$ cat src/rtl/player_move_ctrl.sv
// Player sprite motion controller: per-frame position, vertical velocity and
// jump/fall state, driven by key levels and accumulated edge-collision codes.
module player_move_ctrl #(
    parameter int INITIAL_X  = 280,
    parameter int INITIAL_Y  = 447,
    parameter int X_SPEED    = 2,
    parameter int JUMP_SPEED = -12,
    parameter int GRAVITY    = 1,
    parameter int MAX_FALL   = 8,
    parameter int X_MIN      = 0,
    parameter int X_MAX      = 607,
    parameter int Y_MIN      = 0,
    parameter int Y_MAX      = 447
) (
    input  logic        clk,
    input  logic        resetN,
    input  logic        startOfFrame,
    input  logic        leftKey,
    input  logic        rightKey,
    input  logic        jumpKey,
    input  logic        collision,
    input  logic [3:0]  HitEdgeCode,
    output logic [10:0] topLeftX,
    output logic [10:0] topLeftY,
    output logic [1:0]  playerState
);

    typedef enum logic [1:0] {
        GROUNDED = 2'b00,
        JUMPING  = 2'b01,
        FALLING  = 2'b10
    } state_t;

    localparam logic signed [11:0] INIT_X12 = 12'(INITIAL_X);
    localparam logic signed [11:0] INIT_Y12 = 12'(INITIAL_Y);
    localparam logic signed [11:0] XSPD12   = 12'(X_SPEED);
    localparam logic signed [11:0] JSPD12   = 12'(JUMP_SPEED);
    localparam logic signed [11:0] XMIN12   = 12'(X_MIN);
    localparam logic signed [11:0] XMAX12   = 12'(X_MAX);
    localparam logic signed [11:0] YMIN12   = 12'(Y_MIN);
    localparam logic signed [11:0] YMAX12   = 12'(Y_MAX);
    localparam logic signed [5:0]  JSPD6    = 6'(JUMP_SPEED);
    localparam logic signed [5:0]  GRAV6    = 6'(GRAVITY);
    localparam logic signed [5:0]  MAXF6    = 6'(MAX_FALL);

    logic signed [11:0] x_q, x_d, y_q, y_d;
    logic signed [5:0]  vy_q, vy_d;
    state_t             st_q, st_d;
    logic [3:0]         hit_acc_q, hit_acc_d;
    logic               jump_pend_q, jump_pend_d;
    logic               jump_key_prev_q;

    logic               jump_edge;
    logic signed [11:0] dx;
    logic signed [11:0] y_nxt;
    logic signed [5:0]  vy_inc;

    function automatic logic signed [11:0] sext_vy(input logic signed [5:0] v);
        return $signed({{6{v[5]}}, v});
    endfunction

    function automatic logic signed [11:0] clamp_x(input logic signed [11:0] v);
        if (v < XMIN12)
            return XMIN12;
        else if (v > XMAX12)
            return XMAX12;
        else
            return v;
    endfunction

    assign jump_edge = jumpKey & ~jump_key_prev_q;
    assign vy_inc    = vy_q + GRAV6;

    always_comb begin
        x_d         = x_q;
        y_d         = y_q;
        vy_d        = vy_q;
        st_d        = st_q;
        y_nxt       = y_q;
        dx          = '0;
        hit_acc_d   = hit_acc_q | (collision ? HitEdgeCode : 4'b0000);
        jump_pend_d = jump_pend_q | jump_edge;

        if (startOfFrame) begin
            // Inputs coinciding with the strobe belong to the next frame.
            hit_acc_d   = collision ? HitEdgeCode : 4'b0000;
            jump_pend_d = jump_edge;

            if (rightKey && !leftKey && !hit_acc_q[1])
                dx = XSPD12;
            else if (leftKey && !rightKey && !hit_acc_q[3])
                dx = -XSPD12;
            x_d = clamp_x(x_q + dx);

            case (st_q)
                GROUNDED: begin
                    if (jump_pend_q) begin
                        y_nxt = y_q + JSPD12;
                        vy_d  = JSPD6 + GRAV6;
                        st_d  = JUMPING;
                    end else if (!hit_acc_q[0] && y_q != YMAX12) begin
                        vy_d = '0;
                        st_d = FALLING;
                    end
                end
                JUMPING: begin
                    if (hit_acc_q[2]) begin
                        vy_d = '0;
                        st_d = FALLING;
                    end else begin
                        y_nxt = y_q + sext_vy(vy_q);
                        vy_d  = vy_inc;
                        if (!vy_inc[5])
                            st_d = FALLING;
                    end
                end
                FALLING: begin
                    if (hit_acc_q[0]) begin
                        vy_d = '0;
                        st_d = GROUNDED;
                    end else begin
                        y_nxt = y_q + sext_vy(vy_q);
                        vy_d  = (vy_inc > MAXF6) ? MAXF6 : vy_inc;
                    end
                end
                default: st_d = FALLING;
            endcase

            // Floor and ceiling override whatever the state logic decided.
            if (y_nxt >= YMAX12) begin
                y_d  = YMAX12;
                vy_d = '0;
                st_d = GROUNDED;
            end else if (y_nxt < YMIN12) begin
                y_d  = YMIN12;
                vy_d = '0;
                st_d = FALLING;
            end else begin
                y_d = y_nxt;
            end
        end
    end

    always_ff @(posedge clk) begin
        if (!resetN) begin
            x_q             <= INIT_X12;
            y_q             <= INIT_Y12;
            vy_q            <= '0;
            st_q            <= FALLING;
            hit_acc_q       <= '0;
            jump_pend_q     <= 1'b0;
            jump_key_prev_q <= 1'b0;
        end else begin
            x_q             <= x_d;
            y_q             <= y_d;
            vy_q            <= vy_d;
            st_q            <= st_d;
            hit_acc_q       <= hit_acc_d;
            jump_pend_q     <= jump_pend_d;
            jump_key_prev_q <= jumpKey;
        end
    end

    assign topLeftX    = x_q[10:0];
    assign topLeftY    = y_q[10:0];
    assign playerState = st_q;

endmodule

$ cat config.mk
export PLATFORM = sky130hd
export DESIGN_NAME = player_move_ctrl
export DESIGN_NICKNAME = d
export VERILOG_FILES = /design/src/rtl/player_move_ctrl.sv
export SDC_FILE = /design/constraint.sdc
export NUM_CORES = 1
export LEC_CHECK = 0
export BUFFER_PORTS_ARGS = -buffer_cell sky130_fd_sc_hd__buf_4
export CORE_ASPECT_RATIO = 0.5
export CORE_MARGIN = 10
export CORE_UTILIZATION = 51
export DETAILED_ROUTE_END_ITERATION = 10
export HOLD_SLACK_MARGIN = 0.03
export MAX_ROUTING_LAYER = met4
export PLACE_DENSITY = 0.82
export SLEW_MARGIN = 40
export SYNTH_ARGS = -nofsm -noshare
export SYNTH_HDL_FRONTEND = slang
export SYNTH_SLANG_ARGS = --single-unit
$ cat constraint.sdc
create_clock -name clk -period 4.95 [get_ports clk]
set_input_delay 0 -clock clk [delete_from_list [all_inputs] [get_ports clk]]
set_output_delay 0 -clock clk [all_outputs]
set_load 0.01 [all_outputs]
==> run summary <==
Of all cell types, the one taking the most synthesized area is sky130_fd_sc_hd__dfxtp_1. The logs give 0.554 for the normalized max-slew margin and 0 for the post-CTS setup-driven buffer insertion count. Data on the critical path is required at its endpoint by 5110 ps. The sum of overflow across all layers after global routing came out at 0. Setup repair after global routing left no endpoint under its margin. The clock input transition at the sequential cells of the worst setup and hold paths works out to 60 ps.

The logs give 0 for the final number of hold-violating endpoints and 0.00329 mm^2 for the post-synth design cell area. The largest fanout on the critical path was 9. Ranked by total cell area, the synthesized netlist is headed by sky130_fd_sc_hd__dfxtp_1 (22%), sky130_fd_sc_hd__ha_1 (11%), sky130_fd_sc_hd__inv_1 (4.0%).

Clock skew on the completed layout was measured at 8.35 ps. The congestion estimate from routability-driven global placement came to 0.995. In the layout the commonest cells are sky130_fd_sc_hd__dfxtp_1 (36), sky130_fd_sc_hd__inv_1 (35), sky130_fd_sc_hd__buf_4 (34), sky130_fd_sc_hd__ha_1 (28), sky130_fd_sc_hd__nor2_1 (26).

The first global-routing pass estimated 16.0 mm of wire. The global routing's busiest layer is met2. The tools report the number of max-cap violations as 0. TritonCTS built the clock tree.

For the fraction of met1 tracks used by global routing, the log shows 0.236. The height of the chip came out at 76.8 um. The tools report the type of destination of the critical path as a flip-flop. Counting the fill cells in the layout gives 543. For the finished layout, the period the worst path requires is 3870 ps.

The run gives 0.187 as the global routing usage summed across all routing layers. The clock tree root driver cell is sky130_fd_sc_hd__clkbuf_16. The via count of the first global-routing pass is 3228, and the maximum number of pins on one net before global-route repair is 27. The transition time at the pin with the least slew margin is 665 ps. The run gives 5 as the iteration count of the initial detailed-routing pass.

The routing usage on met2 came out at 0.285. Leaving out fill and tap cells, the most frequent cell in the layout is sky130_fd_sc_hd__dfxtp_1. In this run the remaining antenna-violating nets after routing total 0.

The critical setup path kind is flip-flop to flip-flop. The tools report the insertion delay to the later sink of the worst-skew pair as 280 ps. Counting the buffers created by CTS gives 5. The depth of the CTS H-tree came out at 2.

The run gives 1.55 mW as the total design power. The net count of the mapped netlist is 455, and the DRC violations left is 0. The logs give 0 ps for the summed negative setup slack over all endpoints and 0 for the final setup violation count. For the count of clock tree sinks, the log shows 36. Final hold analysis gives a worst-case slack of 48.9 ps.

The die is 134 um wide. Average wire length per cell after detail routing: 18.1 um. The final layout contains routed wiring with a total length of 9.79 mm. The floorplan has 20 rows. The fraction of registers with async set/reset is 0, and the instance count of the mapped netlist is 414.

35 I/O pins were placed. The run gives 0.0397 as the global routing met3 resource utilization. For the worst setup path, the data arrival time is 4040 ps.

Input and output buffers added on the ports amount to 34. For the initial cell density of the core, the log shows 0.535. From synthesis to final layout, the design area changed by 17.0%. In this run, post-CTS repair resized a total of 0 instances. Routed via count divided by cell count: 6.48. The run finished with clean final reports. For this run, the leading register cell type out of synthesis is sky130_fd_sc_hd__dfxtp_1. The detailed router finished its first iteration with 280 violations. The run gives 493 as the net count reported at finish. The number of synthesized register bits is 36, and the die area is 0.0103 mm^2.

For the maximum resistive drop on vdd, the log shows 0.175 mV. The number of warnings issued by yosys was 0; the initial antenna violation count was 0. The core region is 0.00616 mm^2. Derived from the worst setup path, the maximum achievable clock frequency is 258 MHz. Detailed routing inserted a total of 3505 vias. For the number of max-slew violations in the final report, the log shows 0. Prior to clock tree synthesis, the placed netlist has a worst setup slack of 1140 ps. The number of flops mapped to enable cells by yosys was 0; the number of buffers inserted for hold repair after clock tree synthesis was 9. The share of the clock period used by the worst path was 0.783; the number of distinct library cell variants in the gate-level netlist after synthesis was 76. Detailed placement finished with a half-perimeter wire length of 7.05 mm. The post-synthesis average cell area works out to 7.95 um^2. The area share of the leading cell type in the synthesized netlist is 0.219, and the diode insertion count for antenna repair is 0. The sequential share of the synthesized area is 0.219, and the fraction of layout instances using a drive strength above 1 is 0.132. For the least setup slack across all paths after layout, the log shows 1080 ps. Kind of start point of the critical path: a flip-flop. Dividing total power by cell area gives a power density of 403 mW/mm^2. In this run, placement finished with an instance count of 524.

Excluding fillers, the count of instances in the completed layout stands at 541. The worst hold path belongs to the class input pin to flip-flop. No sink is reached through more buffers than the 2 on the longest clock path. The analysis attributes to cell leakage a power of 1.65 nW.
## cell type report
type                       instances  area (um^2)  area share
sequential                        36          721       0.187
timing repair buffer              43          345      0.0896
tap                               88          110      0.0286
clock inverter                     1         7.51     0.00195
clock buffer                       7          143      0.0370
multi-input combinational        329         2390       0.620
inverter                          37          139      0.0361
## power by group
group / internal [mW] / leakage [nW] / switching (mW)
clock: 0.200 / 0.0701 / 0.121
sequential: 0.328 / 0.296 / 0.0673
combinational: 0.343 / 1.29 / 0.492
## through the flow
stage / utilization / instance area (um^2)
floorplan: - / 3290
global placement: 0.587 / 3610
detailed placement: 0.587 / 3610
CTS: 0.626 / 3850
global route: 0.626 / 3850
finish: 0.626 / 3850
## cell families (layout without fill, tap and decap cells)
family / Yosys count / count (layout) / synth area share
AO/OA/AOI/OAI: 151 / 151 / 0.345
XOR/XNOR: 10 / 10 / 0.0266
adder cells (fa/ha/maj): 30 / 30 / 0.119
buffers and inverters: 49 / 88 / 0.0562
flip-flops: 36 / 36 / 0.219
multiplexers: 2 / 2 / 0.00608
AND/OR/NAND/NOR: 136 / 136 / 0.228
## synthesized netlist by cell type, types with 3 or more instances
cell type                  instances
sky130_fd_sc_hd__or3_1             8
sky130_fd_sc_hd__nand2b_1         10
sky130_fd_sc_hd__nand4_1           3
sky130_fd_sc_hd__nor3b_1           4
sky130_fd_sc_hd__a21o_1            5
sky130_fd_sc_hd__a21oi_1          24
sky130_fd_sc_hd__a221oi_1          3
sky130_fd_sc_hd__o31ai_1           4
sky130_fd_sc_hd__a22oi_1           6
sky130_fd_sc_hd__and2_1            3
sky130_fd_sc_hd__nor2b_1          10
sky130_fd_sc_hd__nand3_1          10
sky130_fd_sc_hd__o211ai_1          5
sky130_fd_sc_hd__nor3_1           11
sky130_fd_sc_hd__a211o_1           7
sky130_fd_sc_hd__o221ai_1          5
sky130_fd_sc_hd__a21boi_0          3
sky130_fd_sc_hd__clkbuf_1         11
sky130_fd_sc_hd__nor2_1           26
sky130_fd_sc_hd__o21ai_0          24
sky130_fd_sc_hd__and3_1           10
sky130_fd_sc_hd__a221o_1           4
sky130_fd_sc_hd__xnor2_1           9
sky130_fd_sc_hd__a31oi_1          10
sky130_fd_sc_hd__inv_1            35
sky130_fd_sc_hd__o21a_1            4
sky130_fd_sc_hd__o21bai_1          4
sky130_fd_sc_hd__dfxtp_1          36
sky130_fd_sc_hd__ha_1             28
sky130_fd_sc_hd__nand2_1          24
sky130_fd_sc_hd__nor4_1            4
sky130_fd_sc_hd__a211oi_1          5
sky130_fd_sc_hd__o22ai_1           4
## state kept, by name, indices dropped and copies added, names as in the netlist
register         cells
playerState          2
y_q                 11
jump_key_prev_q      1
jump_pend_q          1
x_q                 11
vy_q                 6
hit_acc_q            4
## final timing paths
kind	start	to	slack, ps	cells after the start
hold / removal	resetN	y_q[1]$_SDFFE_PN1P_	50	2
hold reg to reg	x_q[0]$_SDFFE_PN0P_	x_q[0]$_SDFFE_PN0P_	480	1
setup reg to reg	hit_acc_q[3]$_SDFF_PN0_	x_q[3]$_SDFFE_PN1P_	1080	12
setup / recovery	hit_acc_q[3]$_SDFF_PN0_	x_q[3]$_SDFFE_PN1P_	1080	12
## critical path: stages, from the launching register on
cell and delay (ps):
sky130_fd_sc_hd__dfxtp_1 310, sky130_fd_sc_hd__or3b_1 460, sky130_fd_sc_hd__inv_1 310, sky130_fd_sc_hd__ha_1 300, sky130_fd_sc_hd__a21o_1 170, sky130_fd_sc_hd__a21oi_1 260, sky130_fd_sc_hd__o21bai_1 160, sky130_fd_sc_hd__a2111oi_2 520
sky130_fd_sc_hd__or3_1 180, sky130_fd_sc_hd__o311ai_0 170, sky130_fd_sc_hd__a21oi_2 390, sky130_fd_sc_hd__o21ai_0 170, sky130_fd_sc_hd__a221o_1 350
## metal layers
layer,vias to the layer above,wire (um)
li1,1654,-
met1,1602,4310
met2,198,4190
met3,51,895
met4,0,394
met5,-,0
Power figures use the tool's default switching activity.
